`src/rtl/cpu_pkg.sv`:
```
// Shared types and exception codes for the commit-stage trap controller.
package cpu_pkg;

  localparam logic [4:0] EXC_INT  = 5'h00;
  localparam logic [4:0] EXC_ADEL = 5'h04;
  localparam logic [4:0] EXC_ADES = 5'h05;
  localparam logic [4:0] EXC_TR   = 5'h0D;

  typedef struct packed {
    logic [4:0]  code;
    logic [31:0] epc;
    logic        bd;
    logic [31:0] badvaddr;
  } exc_rec_t;

  typedef enum logic [1:0] {
    IDLE,
    REQ,
    FLUSH
  } ctrl_state_e;

  // A delay-slot instruction restarts at its branch, one word earlier;
  // plain 32-bit subtraction gives the wrap at address zero.
  function automatic logic [31:0] calc_epc(input logic [31:0] pc, input logic in_ds);
    return in_ds ? (pc - 32'd4) : pc;
  endfunction

endpackage

```
`src/rtl/exc_prio_sel.sv`:
```
// Picks the oldest excepting way of the commit pair, builds its record
// and produces the write-back kill mask. Purely combinational.
module exc_prio_sel
  import cpu_pkg::*;
(
  input  logic             sel_en_i,
  input  logic [1:0]       way_valid_i,
  input  logic [1:0][4:0]  way_exc_code_i,
  input  logic [1:0][31:0] way_pc_i,
  input  logic [1:0]       way_in_ds_i,
  input  logic [1:0][31:0] way_badvaddr_i,
  input  logic [1:0]       way_eret_i,
  input  logic             int_pending_i,
  output logic             exc_o,
  output logic             eret_o,
  output exc_rec_t         rec_o,
  output logic [1:0]       kill_o
);

  logic       hit0;
  logic       hit1;
  logic       sel;
  logic [4:0] code_sel;

  // Oldest-first pick; a pending interrupt attaches to the first valid way.
  always_comb begin
    hit0     = way_valid_i[0] && (int_pending_i || (way_exc_code_i[0] != EXC_INT) || way_eret_i[0]);
    hit1     = way_valid_i[1] && (int_pending_i || (way_exc_code_i[1] != EXC_INT) || way_eret_i[1]);
    sel      = !hit0;
    code_sel = way_exc_code_i[sel];
    exc_o    = 1'b0;
    eret_o   = 1'b0;
    rec_o    = '0;
    kill_o   = 2'b00;
    if (sel_en_i && (hit0 || hit1)) begin
      kill_o = sel ? 2'b10 : 2'b11;
      if (int_pending_i) begin
        exc_o      = 1'b1;
        rec_o.code = EXC_INT;
      end else if (code_sel != EXC_INT) begin
        exc_o      = 1'b1;
        rec_o.code = code_sel;
      end else begin
        eret_o = 1'b1;
      end
      if (exc_o) begin
        rec_o.epc = calc_epc(way_pc_i[sel], way_in_ds_i[sel]);
        rec_o.bd  = way_in_ds_i[sel];
        if ((rec_o.code == EXC_ADEL) || (rec_o.code == EXC_ADES)) begin
          rec_o.badvaddr = way_badvaddr_i[sel];
        end
      end
    end
  end

endmodule

```
`src/rtl/trap_commit_ctrl.sv`:
```
// Commit-stage exception/ERET sequencer: hands one record to CP0, then
// drives a fixed-length flush and a single fetch redirect.
module trap_commit_ctrl
  import cpu_pkg::*;
#(
  parameter logic [31:0] EXC_VECTOR   = 32'hBFC0_0380,
  parameter int          FLUSH_CYCLES = 2
) (
  input  logic             clk,
  input  logic             reset,
  input  logic             commit_en,
  input  logic [1:0]       way_valid,
  input  logic [1:0][4:0]  way_exc_code,
  input  logic [1:0][31:0] way_pc,
  input  logic [1:0]       way_in_ds,
  input  logic [1:0][31:0] way_badvaddr,
  input  logic [1:0]       way_eret,
  input  logic             int_pending,
  input  logic [31:0]      cp0_epc,
  input  logic             cp0_ack,
  output logic [1:0]       commit_kill,
  output logic             cp0_req,
  output logic [4:0]       cp0_exc_code,
  output logic [31:0]      cp0_epc_wr,
  output logic             cp0_bd,
  output logic [31:0]      cp0_badvaddr,
  output logic             cp0_eret,
  output logic             stall_o,
  output logic             flush_o,
  output logic             redirect_valid,
  output logic [31:0]      redirect_pc
);

  localparam int CNT_W = (FLUSH_CYCLES > 1) ? $clog2(FLUSH_CYCLES) : 1;
  localparam logic [CNT_W-1:0] CNT_INIT = CNT_W'(FLUSH_CYCLES - 1);

  ctrl_state_e      state_q, state_d;
  logic [CNT_W-1:0] cnt_q, cnt_d;
  exc_rec_t         rec_q, rec_d;
  logic [31:0]      target_q, target_d;
  logic             eret_q, eret_d;

  logic             sel_en;
  logic             sel_exc;
  logic             sel_eret;
  exc_rec_t         sel_rec;
  logic [1:0]       sel_kill;
  logic             first_flush;

  assign sel_en = commit_en && (state_q == IDLE) && !reset;

  exc_prio_sel u_sel (
    .sel_en_i       (sel_en),
    .way_valid_i    (way_valid),
    .way_exc_code_i (way_exc_code),
    .way_pc_i       (way_pc),
    .way_in_ds_i    (way_in_ds),
    .way_badvaddr_i (way_badvaddr),
    .way_eret_i     (way_eret),
    .int_pending_i  (int_pending),
    .exc_o          (sel_exc),
    .eret_o         (sel_eret),
    .rec_o          (sel_rec),
    .kill_o         (sel_kill)
  );

  // Next-state logic: accept one event in IDLE, wait for ack, count the flush down.
  always_comb begin
    state_d  = state_q;
    cnt_d    = cnt_q;
    rec_d    = rec_q;
    target_d = target_q;
    eret_d   = eret_q;
    case (state_q)
      IDLE: begin
        if (sel_exc) begin
          state_d = REQ;
          rec_d   = sel_rec;
          eret_d  = 1'b0;
        end else if (sel_eret) begin
          state_d  = FLUSH;
          target_d = cp0_epc;
          cnt_d    = CNT_INIT;
          eret_d   = 1'b1;
        end
      end
      REQ: begin
        if (cp0_ack) begin
          state_d  = FLUSH;
          target_d = EXC_VECTOR;
          cnt_d    = CNT_INIT;
          eret_d   = 1'b0;
        end
      end
      FLUSH: begin
        if (cnt_q == '0) begin
          state_d = IDLE;
        end else begin
          cnt_d = cnt_q - 1'b1;
        end
      end
      default: state_d = IDLE;
    endcase
  end

  // State and record registers; reset drops any in-flight record.
  always_ff @(posedge clk) begin
    if (reset) begin
      state_q  <= IDLE;
      cnt_q    <= '0;
      rec_q    <= '0;
      target_q <= '0;
      eret_q   <= 1'b0;
    end else begin
      state_q  <= state_d;
      cnt_q    <= cnt_d;
      rec_q    <= rec_d;
      target_q <= target_d;
      eret_q   <= eret_d;
    end
  end

  assign first_flush    = (state_q == FLUSH) && (cnt_q == CNT_INIT);

  assign commit_kill    = sel_kill;
  assign cp0_req        = (state_q == REQ);
  assign cp0_exc_code   = rec_q.code;
  assign cp0_epc_wr     = rec_q.epc;
  assign cp0_bd         = rec_q.bd;
  assign cp0_badvaddr   = rec_q.badvaddr;
  assign cp0_eret       = first_flush && eret_q;
  assign stall_o        = (state_q != IDLE);
  assign flush_o        = (state_q == FLUSH);
  assign redirect_valid = first_flush;
  assign redirect_pc    = first_flush ? target_q : 32'h0;

endmodule
```
`config.mk`:
```
export PLATFORM = sky130hd
export DESIGN_NAME = trap_commit_ctrl
export DESIGN_NICKNAME = d
export VERILOG_FILES = /design/src/rtl/cpu_pkg.sv /design/src/rtl/exc_prio_sel.sv /design/src/rtl/trap_commit_ctrl.sv
export SDC_FILE = /design/constraint.sdc
export NUM_CORES = 1
export LEC_CHECK = 0
export ABC_CLOCK_PERIOD_IN_PS = 10160
export CAP_MARGIN = 20
export CELL_PAD_IN_SITES_DETAIL_PLACEMENT = 1
export CELL_PAD_IN_SITES_GLOBAL_PLACEMENT = 2
export CORE_UTILIZATION = 25
export CTS_BUF_LIST = sky130_fd_sc_hd__clkbuf_4
export DETAILED_ROUTE_END_ITERATION = 6
export PLACE_DENSITY_LB_ADDON = 0.1
export RECOVER_POWER = 100
export SYNTH_ARGS = -nofsm -noshare
export SYNTH_HDL_FRONTEND = slang
export SYNTH_SLANG_ARGS = --single-unit
export TNS_END_PERCENT = 1
```
`constraint.sdc`:
```
create_clock -name clk -period 10.16 [get_ports clk]
set_input_delay 2.54 -clock clk [delete_from_list [all_inputs] [get_ports clk]]
set_output_delay 2.54 -clock clk [all_outputs]
set_load 0.1 [all_outputs]
```
==> impl_metrics.tcl <==
set metrics [dict create \
    cts_hold_buffers 0 \
    yosys.area.top_type_share_pct 35.19 \
    slew_viol_final 215 \
    crit_chain "dlygate4sd3_1, or3_1, o21ai_0, buf_4, clkbuf_1, a22oi_1, nand2_1, or3_1, o31ai_1" \
    arrival_ns 8.49 \
    gr-total-overflow 0 \
    synth_ff_type "dfxtp_1" \
    layoutNonFillerInstCount 1264 \
    power_per_cell_area_mw_per_mm2 105.5 \
    synth.most_common_cell "dfxtp_1" \
    critPathBufInv 3 \
    placedCellCount 1247 \
    syn_inst 687 \
    cts_resized 0 \
    cts_buffers 9 \
    synthesis.nets 869 \
    busiest_layer "met2" \
    internal_power_uw 619.1 \
    peakVddDrop_mv 0.05553 \
    criticalPathCategory "in2reg" \
    fin_ws_ns 1.888 \
    power_frac_comb_pct 32.0 \
    drv_cap 5 \
    cts_tree "done" \
    ys_ff_latch 106 \
    hp-class "reg2reg" \
    p_clk_share_pct 22.6 \
    pre_cts_slack_ns 2.102 \
    use_met1_pct 24.14 \
    cpMaxStageDelayCell "clkbuf_1" \
    clk_pin_slew_worst_paths_ns 0.15 \
    startpoint "int_pending" \
    critPathCaptureType "flop" \
    pwr-share-seq_pct 45.4 \
    grt.met3_usage_pct 4.681 \
    netlist_top_cells_area "dfxtp_1 35%, mux2i_1 10%, o31ai_2 6.2%" \
    routed_via_density 5.016 \
    hpwl_mm 19.11 \
    regToRegStartpoint "state_q[1]" \
    grt_util_met2_pct 33.67 \
    first_global_vias 6610 \
    p_switching_uw 350.1 \
    synth.avg_cell_area_um2 8.778 \
    status "complete, but fails checks" \
    hold_start "cp0_exc_code[2]" \
    critPathMaxStageDelay_ns 1.95 \
    postCtsSetupBuffers 0 \
    die_h_um 157.3 \
    synth_cell_types 59 \
    fillCellCount 2739 \
    wl_per_cell_um 19.55 \
    cp-start-kind "input port" \
    drt_iter0_markers 271 \
    yosysTopAreaCell "dfxtp_1" \
    coreArea_mm2 0.02354 \
    io_pins 290 \
    p_leak_nw 3.712 \
    setup_tns_ns 0 \
    vias 6340 \
    dr.pass1.iters 4 \
    finalHoldViolCount 0 \
    critPathMaxFanout 43 \
    yosysWarnings 0 \
    crit_top_cell "or3_1" \
    start_util_pct 25.62 \
    synth_area_mm2 0.006031 \
    r2r_cells 7 \
    max_freq_mhz 120.9 \
    routed_wl_mm 24.71 \
    grt_max_degree 68 \
    cts.sink_count 106 \
    portBuffers 289 \
    max_slew_margin_pct -96.09 \
    violations "capacitance limit, slew limit" \
    synthArstFlopShare_pct 0 \
    p_sw_share_pct 36.12 \
    clock_latency_ns 0.46 \
    cts_buffer_depth 2 \
    crit_required_ns 10.38 \
    cts_root_buf "clkbuf_4" \
    post-route-drc-count 0 \
    antenna_found_initial 3 \
    cp.depth 9 \
    ys_seq_area_share_pct 35.19 \
    worst_pin_slew_ns 2.941 \
    nets 1121 \
    min_period_ns 8.272 \
    syn_to_final_growth_pct 52.28 \
    die-width_um 157.3 \
    whs_path_depth 2 \
    gp_congestion 0.8141 \
    final_layout_size_suffix_gt1_share_pct 6.582 \
    die_area_mm2 0.02475 \
    finalSetupViolCount 0 \
    grt_pass1_wl_mm 37.05 \
    grt_usage_pct 19.63 \
    clock_skew_ns 0.01781 \
    whs_ns 0.4611 \
    finalCritPeriodShare_pct 81.42 \
    path_delay_family "buffers and inverters" \
    num_rows 56 \
    synth_edf_count 0 \
    ys_top_cells_by_count "106 x dfxtp_1, 64 x nand3_1, 62 x mux2i_1" \
    htree_levels 3 \
    rsz0062_at_grt "no" \
    drtAntennaViolNets 0 \
]
==> final timing paths <==
check	endpoint	slack [ns]
max	cp0_badvaddr[12]	1.89
min	cp0_exc_code[2]	0.46
min reg2reg	cp0_exc_code[2]	0.46
max reg2reg	cp0_badvaddr[12]	5.03
==> sequential cells by signal, indices dropped and copies added, names as in the netlist <==
signal and cells:
state_q 2, cp0_epc_wr 32, cp0_bd 1, target_q 32
cp0_exc_code 5, cnt_q 1, cp0_badvaddr 32, eret_q 1
==> routing by layer <==
metal | vias to the layer above | share of wire (%)
li1 | 3094 | -
met1 | 3023 | 44
met2 | 200 | 48
met3 | 23 | 6.4
met4 | 0 | 2.0
met5 | - | 0
==> area by class of cell <==
| type | instances | area (um^2) | share of cell area [%] |
|---|---|---|---|
| Antenna cell | 3 | 7.507 | 0.08174 |
| Tap cell | 319 | 399.1 | 4.346 |
| Inverter | 4 | 15.01 | 0.1635 |
| Multi-Input combinational cell | 521 | 3556 | 38.72 |
| Sequential cell | 106 | 2122 | 23.11 |
| Timing Repair Buffer | 297 | 2962 | 32.25 |
| Clock inverter | 5 | 55.05 | 0.5995 |
| Clock buffer | 9 | 67.56 | 0.7357 |
==> logic make-up after synthesis <==
group	share of synthesized area (%)
compound gates	21.70
xor+xnor	3.921
fa+ha+maj	0.2074
buf+inv	4.875
flops	35.19
mux	11.41
simple gates	22.70
==> through the flow <==
stage          util (%)  power [mW]  area, um^2
4_1_cts           39.32      0.9961        9256
2_1_floorplan         -      0.6311        6031
3_3_place_gp      38.68      0.7614        9106
6_report          39.01      0.9692        9184
5_1_grt           39.00       1.020        9181
3_5_place_dp      38.80      0.7670        9134
==> power groups by stage <==
stage          combinational, mW  sequential [mW]  clock, mW
6_report                   0.310            0.440      0.219
5_1_grt                    0.329            0.443      0.248
4_1_cts                    0.318            0.441      0.237
3_5_place_dp               0.317            0.450          0
3_3_place_gp               0.312            0.449          0
2_1_floorplan              0.101            0.531          0
==> worst reg2reg max path, delay by kind of cell, from the launching register on <==
kind,cells,cell delay [ns]
simple gates,3,1.57
flops,1,0.44
buf+inv,2,2.31
compound gates,2,0.56
==> placed cells by master, fill, tap and decap left out, types with 3 or more instances in the layout <==
cell type        netlist  routed
a32o_1                 3       3
a211oi_1               8       8
nor4_1                14      14
o21ai_0               27      29
a22o_1                17      17
nand3_1               64      64
nor4b_1                4       4
o221a_2               12      12
diode_2                0       3
buf_4                  3       4
nand4_1                9       9
or3_1                  8       8
o31ai_1                3      12
clkdlybuf4s50_1        0     178
nor2b_1                4       4
clkbuf_4               1       9
clkbuf_1              21       3
o31ai_2               30      21
xor2_1                 8       8
xnor2_1               19      19
dlygate4sd3_1          0     111
inv_1                  4       3
a22oi_1                3       3
dfxtp_1              106     106
mux2_2                 6       5
mux2i_1               62      62
o211ai_1               7       7
a31oi_1                3       3
nor3_1                25      25
nor2_1                36      36
a21oi_1               25      26
and3_1                37      37
nand2_1               48      48
Power figures use the tool's default switching activity.
